**src/rtl/ysyx_040750_pc_fetch.sv**
```systemverilog
// ysyx_040750_pc_fetch: PC register and single-outstanding
// instruction fetch front end (imem AR/R, IF/ID valid/ready).
module ysyx_040750_pc_fetch #(
  parameter logic [31:0] RESET_PC = 32'h8000_0000,
  parameter logic [31:0] NOP_INST = 32'h0000_0013
) (
  input  logic        I_clk,
  input  logic        I_rst_n,
  input  logic        I_pc_valid,
  output logic        O_pc_ready,
  input  logic [31:0] I_dnpc,
  input  logic        I_flush,
  output logic [31:0] O_araddr,
  output logic        O_arvalid,
  input  logic        I_arready,
  input  logic [31:0] I_rdata,
  input  logic [1:0]  I_rresp,
  input  logic        I_rvalid,
  output logic        O_rready,
  output logic [31:0] O_pc,
  output logic [31:0] O_snpc,
  output logic [31:0] O_inst,
  output logic        O_fetch_err,
  output logic        O_IF_ID_valid,
  input  logic        I_IF_ID_ready
);

  typedef enum logic [1:0] {
    S_REQ,
    S_WAIT,
    S_OUT,
    S_NEXT
  } state_e;

  state_e      state_q, state_d;
  logic [31:0] pc_q, pc_d;
  logic [31:0] inst_q, inst_d;
  logic        err_q, err_d;
  logic        discard_q, discard_d;
  logic        misaligned;

  assign misaligned = (pc_q[1:0] != 2'b00);

  // State, PC and captured-instruction registers
  always_ff @(posedge I_clk or negedge I_rst_n) begin
    if (!I_rst_n) begin
      state_q   <= S_REQ;
      pc_q      <= RESET_PC;
      inst_q    <= 32'h0;
      err_q     <= 1'b0;
      discard_q <= 1'b0;
    end else begin
      state_q   <= state_d;
      pc_q      <= pc_d;
      inst_q    <= inst_d;
      err_q     <= err_d;
      discard_q <= discard_d;
    end
  end

  // Next-state and datapath update
  always_comb begin
    state_d   = state_q;
    pc_d      = pc_q;
    inst_d    = inst_q;
    err_d     = err_q;
    discard_d = discard_q;
    unique case (state_q)
      S_REQ: begin
        if (misaligned) begin
          inst_d  = NOP_INST;
          err_d   = 1'b1;
          state_d = I_flush ? S_NEXT : S_OUT;
        end else begin
          if (I_flush) begin
            discard_d = 1'b1;
          end
          if (I_arready) begin
            state_d = S_WAIT;
          end
        end
      end
      S_WAIT: begin
        if (I_flush) begin
          discard_d = 1'b1;
        end
        if (I_rvalid) begin
          inst_d  = I_rdata;
          err_d   = |I_rresp;
          state_d = (discard_q || I_flush)
                  ? S_NEXT : S_OUT;
        end
      end
      S_OUT: begin
        if (I_flush || I_IF_ID_ready) begin
          state_d = S_NEXT;
        end
      end
      S_NEXT: begin
        if (I_pc_valid) begin
          pc_d      = I_dnpc;
          discard_d = 1'b0;
          state_d   = S_REQ;
        end
      end
      default: state_d = S_REQ;
    endcase
  end

  // Moore handshake outputs
  always_comb begin
    O_arvalid     = 1'b0;
    O_rready      = 1'b0;
    O_IF_ID_valid = 1'b0;
    O_pc_ready    = 1'b0;
    unique case (state_q)
      S_REQ:   O_arvalid     = !misaligned;
      S_WAIT:  O_rready      = 1'b1;
      S_OUT:   O_IF_ID_valid = 1'b1;
      S_NEXT:  O_pc_ready    = 1'b1;
      default: O_arvalid     = 1'b0;
    endcase
  end

  assign O_araddr    = pc_q;
  assign O_pc        = pc_q;
  assign O_snpc      = pc_q + 32'd4;
  assign O_inst      = inst_q;
  assign O_fetch_err = err_q;

endmodule

```
**config.mk**
```make
export PLATFORM = sky130hd
export DESIGN_NAME = ysyx_040750_pc_fetch
export DESIGN_NICKNAME = d
export VERILOG_FILES = /design/src/rtl/ysyx_040750_pc_fetch.sv
export SDC_FILE = /design/constraint.sdc
export NUM_CORES = 1
export LEC_CHECK = 0
export CAP_MARGIN = 25
export CORE_MARGIN = 8
export CORE_UTILIZATION = 30
export CTS_CLUSTER_DIAMETER = 200
export CTS_CLUSTER_SIZE = 20
export DETAILED_ROUTE_END_ITERATION = 7
export PLACE_DENSITY_LB_ADDON = 0.3
export SYNTH_ARGS = -nofsm -noshare
export SYNTH_HDL_FRONTEND = slang
export SYNTH_SLANG_ARGS = --single-unit
```
**constraint.sdc**
```tcl
create_clock -name I_clk -period 4.55 [get_ports I_clk]
set_input_delay 0.6825 -clock I_clk [delete_from_list [all_inputs] [get_ports I_clk]]
set_output_delay 0.6825 -clock I_clk [all_outputs]
set_load 0.03 [all_outputs]
```
* Word level (Yosys, flattened, before mapping)
Index checks and enable logic that the tools add are counted.
Cells by class: reductions and logical operators 12, multiplexer cells 22, add/sub/neg operators 1, eq/ne operators 9
Operators by type and width (count):
- 2-to-1 mux 32 bit | 2
- one-hot mux 32 bit (2 select lines) | 1
- adder 32 x 3 -> 32 bit (second input constant) | 1
- 2-to-1 mux 1 bit | 11
- 2-to-1 mux 2 bit | 5
- inequality test 2 bit (second input constant) | 5
- one-hot mux 2 bit (4 select lines) | 1
- AND reduction 3 bit | 2
- == test 2 bit (second input constant) | 2
- AND reduction 4 bit | 1
- nonzero test 2 bit | 2
- inequality test 3 bit (second input constant) | 1
- one-hot mux 1 bit (3 select lines) | 1
- nonzero test 3 bit | 1
- == test 2 x 1 -> 1 bit (second input constant) | 1
- zero test 2 bit | 1
- logical OR 1 bit | 2
- one-hot mux 1 bit (2 select lines) | 1
- AND reduction 2 bit | 1
- OR reduction 2 bit | 1
- zero test 1 bit | 1
Storage, ports and cells: logic and storage cells 49, output and inout port bits 133, register bits after elaboration 68, input bits 73

* Depth between registers and ports, before layout
depth after elaboration 4, depth in mapped cells 9, gate-level depth less buffers 6

* Worst setup path after synthesis
No wires, ideal clock.
path kind register to output, start register pc_q[2], in the netlist O_araddr[2], end output port O_snpc[24], setup slack 1.813 ns, stages on the path, launching flop included 6, arrival 2.055 ns, buffers on the path 0, required time 3.868 ns, cell sequence dfrtp_1 > ha_1 > nand3_2 > nor4_4 > nand3_1 > xnor2_1
Between the ends: longest elaborated chain between the ends 1
RTL lines:
- start: declaration | RTL line 36 | logic [31:0] pc_q, pc_d;
- start signal: assignment | RTL line 54 | pc_q <= pc_d;
- adder 32 x 3 -> 32 bit | RTL line 127 | assign O_snpc = pc_q + 32'd4;
- end: declaration | RTL line 21 | output logic [31:0] O_snpc,
No other way between the ends.

* Worst setup path in the final report
start register pc_q[4], in the netlist O_araddr[4], end output port O_snpc[27]
The elaborated chain is that of the path after synthesis.

==> impl_metrics.env <==
export IMPL_r2r_end="O_inst[8]$_DFFE_PN0P_"
export IMPL_synth_yosys_seq_area_share_pct=47.1
export IMPL_seq_power_share_pct=23.7
export IMPL_worst_setup_hold_path_clk_slew_ps=60
export IMPL_power_per_cell_area_nw_per_um2=906
export IMPL_drt_drc_violations_left=0
export IMPL_core_area_um2=11900
export IMPL_most_frequent_cells_in_the_layout="204 x sky130_fd_sc_hd__clkdlybuf4s50_1, 67 x sky130_fd_sc_hd__dfrtp_1, 42 x sky130_fd_sc_hd__nand3_1"
export IMPL_grt_start_max_net_pins=69
export IMPL_netSwitchingPower_mw=2.60
export IMPL_antenna_left=0
export IMPL_number_of_filler_cells_placed_in_the_layout=1112
export IMPL_layout_core_utilization_pct=49.2
export IMPL_period_share_pct=76.1
export IMPL_n_antenna_cell=0
export IMPL_synth_yosys_warnings=0
export IMPL_r2r_start="state_q[1]$_DFFE_PN0P_"
export IMPL_cts_repair_resized=0
export IMPL_setup_viol_count_final=0
export IMPL_signed_area_change_from_the_synthesized_netlist_to_the_final_layout_pct=61.5
export IMPL_hpwlAfterDp_um=8620
export IMPL_initial_core_util_pct=30.5
export IMPL_wire_per_inst_um=16.4
export IMPL_drt_first_iter_violations=121
export IMPL_synth_enable_flop_cells=0
export IMPL_place_ws_ps=1410
export IMPL_fin_total_pwr_mw=5.29
export IMPL_portBuffers=205
export IMPL_outcome="finished clean"
export IMPL_final_setup_skew_ps=5.57
export IMPL_final_area_um2=5830
export IMPL_grtUsageTotal_pct=14.2
export IMPL_rsz0062_at_grt="false"
export IMPL_max_cap_viol=0
export IMPL_drt_first_pass_iters=4
export IMPL_clock_sinks=68
export IMPL_grt_first_pass_wirelength_um=18300
export IMPL_design_die_area_um2=15800
export IMPL_netlist_top_cell_by_area="sky130_fd_sc_hd__dfrtp_1"
export IMPL_total_leakage_power_nw=2.37
export IMPL_ctsHtreeMaxLevel=3
export IMPL_worstRegToRegCells=8
export IMPL_cts_hold_fix_buffers=0
export IMPL_drive_above_1_share_pct=11.0
export IMPL_synthesis_nets=438
export IMPL_ys_flop_type="sky130_fd_sc_hd__dfrtp_1"
export IMPL_grt_antenna_before_repair=0
export IMPL_clock_tree_from_tritoncts="yes"
export IMPL_grt_overflow=0
export IMPL_fp_dieH_um=126
export IMPL_hold_viol=0
export IMPL_dpl_cell_area_um2=5570
export IMPL_cts_root_buffer="sky130_fd_sc_hd__clkbuf_16"
export IMPL_fmax_mhz=289
export IMPL_postSynthRegisterBits=68
export IMPL_synth_avg_cell_area_um2=10.1
export IMPL_detail_route_wirelength_um=11200
export IMPL_power_share_combinational_pct=64.5
export IMPL_power_share_clock_pct=11.8
export IMPL_route_vias_total=3151
export IMPL_intPower_mw=2.68
export IMPL_post_synth_top_area_fraction_pct=46.4
export IMPL_setup_slack_of_the_critical_path_after_layout_ps=1090
export IMPL_hp_class="in -> async"
export IMPL_cts_made_buffers=9
export IMPL_dr_vias_cell=4.62
export IMPL_die_width_um=126
export IMPL_crit_path_max_fanout=7
export IMPL_timing_max_slew_rel_slack_pct=41.4
export IMPL_postSynth_asyncResetShare_pct=100
export IMPL_post_route_min_period_ps=3460
export IMPL_transition_time_at_the_pin_with_the_least_slew_margin_ps=878
export IMPL_crit_path_end_kind="primary output"
export IMPL_std_cell_rows=40
export IMPL_cts_post_setup_buffers_inserted=0
export IMPL_layout_commonest_cell="sky130_fd_sc_hd__clkdlybuf4s50_1"
export IMPL_clockBufferDepth=2
export IMPL_power_switching_fraction_pct=49.3
export IMPL_synthTopCellsByArea="sky130_fd_sc_hd__dfrtp_1 46%, sky130_fd_sc_hd__mux2_2 10%, sky130_fd_sc_hd__buf_4 7.1%"
export IMPL_worst_setup_path_start_kind="flip-flop"
export IMPL_critPathArrivalTime_ps=2780
export IMPL_reg2reg_setup_slack_ps=2080
export IMPL_post_synthesis_cells=359
export IMPL_insertion_delay_ps=330
export IMPL_nNetsFinal=609
export IMPL_io_pins=206
export IMPL_yosysUniqueCellTypes=33
export IMPL_grt_pass1_vias=3402
export IMPL_peakVddDrop_mv=0.426
export IMPL_criticalPathCategory="reg -> out"
export IMPL_slew_violations=0
export IMPL_timing_setup_tns_ps=0
export IMPL_gp_routability_congestion=0.767
export IMPL_worstPathRequired_ps=3870
export IMPL_syn_area_um2=3610
cells by family (layout without fill, tap and decap cells):
family | count (synthesis) | count (layout) | synth area share (%)
AND/OR/NAND/NOR | 87 | 87 | 13.3
adder cells (fa/ha/maj) | 6 | 6 | 2.08
multiplexers | 35 | 35 | 10.8
AO/OA/AOI/OAI | 46 | 46 | 6.89
flip-flops | 68 | 68 | 47.1
buffers and inverters | 89 | 265 | 13.0
XOR/XNOR | 28 | 28 | 6.79
how the worst max path moves through the flow:
stage,startpoint,to,slack (ps)
after global placement,O_araddr[16]$_DFFE_PN0P_,O_snpc[31],1450
after global routing,O_araddr[4]$_DFFE_PN0P_,O_snpc[27],840
after floorplan,O_araddr[2]$_DFFE_PN0P_,O_snpc[24],1810
after detailed placement,O_araddr[4]$_DFFE_PN0P_,O_snpc[27],1410
after CTS,O_araddr[4]$_DFFE_PN0P_,O_snpc[27],1040
final,O_araddr[4]$_DFFE_PN0P_,O_snpc[27],1090
worst max-delay path, cell delays in order (launching register included):
cell and delay (ps):
sky130_fd_sc_hd__dfrtp_1 460, sky130_fd_sc_hd__nand4_1 310, sky130_fd_sc_hd__nor4_4 610, sky130_fd_sc_hd__nand4_1 180, sky130_fd_sc_hd__xnor2_1 170, sky130_fd_sc_hd__clkdlybuf4s50_1 710
stage by stage:
step | hold slack [ps] | std cells
floorplan | 387 | 359
global placement | 505 | 666
detailed placement | 503 | 666
CTS | 516 | 682
global route | 539 | 682
finish | 485 | 682
state kept, by name, summed over array words and instances (netlist names):
| signal | cells |
|---|---|
| O_araddr | 32 |
| O_inst | 32 |
| state_q | 2 |
| O_fetch_err | 1 |
| discard_q | 1 |
power groups by stage:
stage                     Combinational [mW]  Clock [mW]  Sequential (mW)
after global routing                    3.62       0.673             1.31
after detailed placement                3.45           0             1.26
after CTS                               3.46       0.650             1.26
after floorplan                         1.66           0             1.74
after global placement                  3.42           0             1.24
final                                   3.41       0.625             1.25
layer usage:
layer / global-route usage, % / vias up / routed length (um)
li1: - / 1511 / -
met1: 15.5 / 1492 / 4410
met2: 23.1 / 135 / 5240
met3: 7.64 / 13 / 1360
met4: 5.17 / 0 / 184
met5: 0 / - / 0
layout make-up:
type / instances / area [um2] / area share (%)
Clock inverter: 7 / 43.8 / 0.751
Multi-Input combinational cell: 202 / 1450 / 24.9
Tap cell: 147 / 184 / 3.15
Clock buffer: 9 / 225 / 3.86
Inverter: 41 / 154 / 2.64
Timing Repair Buffer: 208 / 2070 / 35.5
Sequential cell: 68 / 1700 / 29.2
synth_stat cells, types with 5 or more instances:
| cell type | count |
|---|---|
| sky130_fd_sc_hd__dfrtp_1 | 67 |
| sky130_fd_sc_hd__nand3_1 | 42 |
| sky130_fd_sc_hd__inv_1 | 41 |
| sky130_fd_sc_hd__o21ai_0 | 37 |
| sky130_fd_sc_hd__buf_4 | 34 |
| sky130_fd_sc_hd__mux2_2 | 33 |
| sky130_fd_sc_hd__xnor2_1 | 20 |
| sky130_fd_sc_hd__nor2_1 | 13 |
| sky130_fd_sc_hd__nand2_1 | 11 |
| sky130_fd_sc_hd__nand4_1 | 8 |
| sky130_fd_sc_hd__xor2_1 | 8 |
| sky130_fd_sc_hd__ha_1 | 6 |
| sky130_fd_sc_hd__buf_1 | 5 |
| sky130_fd_sc_hd__buf_2 | 5 |
Power figures use the tool's default switching activity.
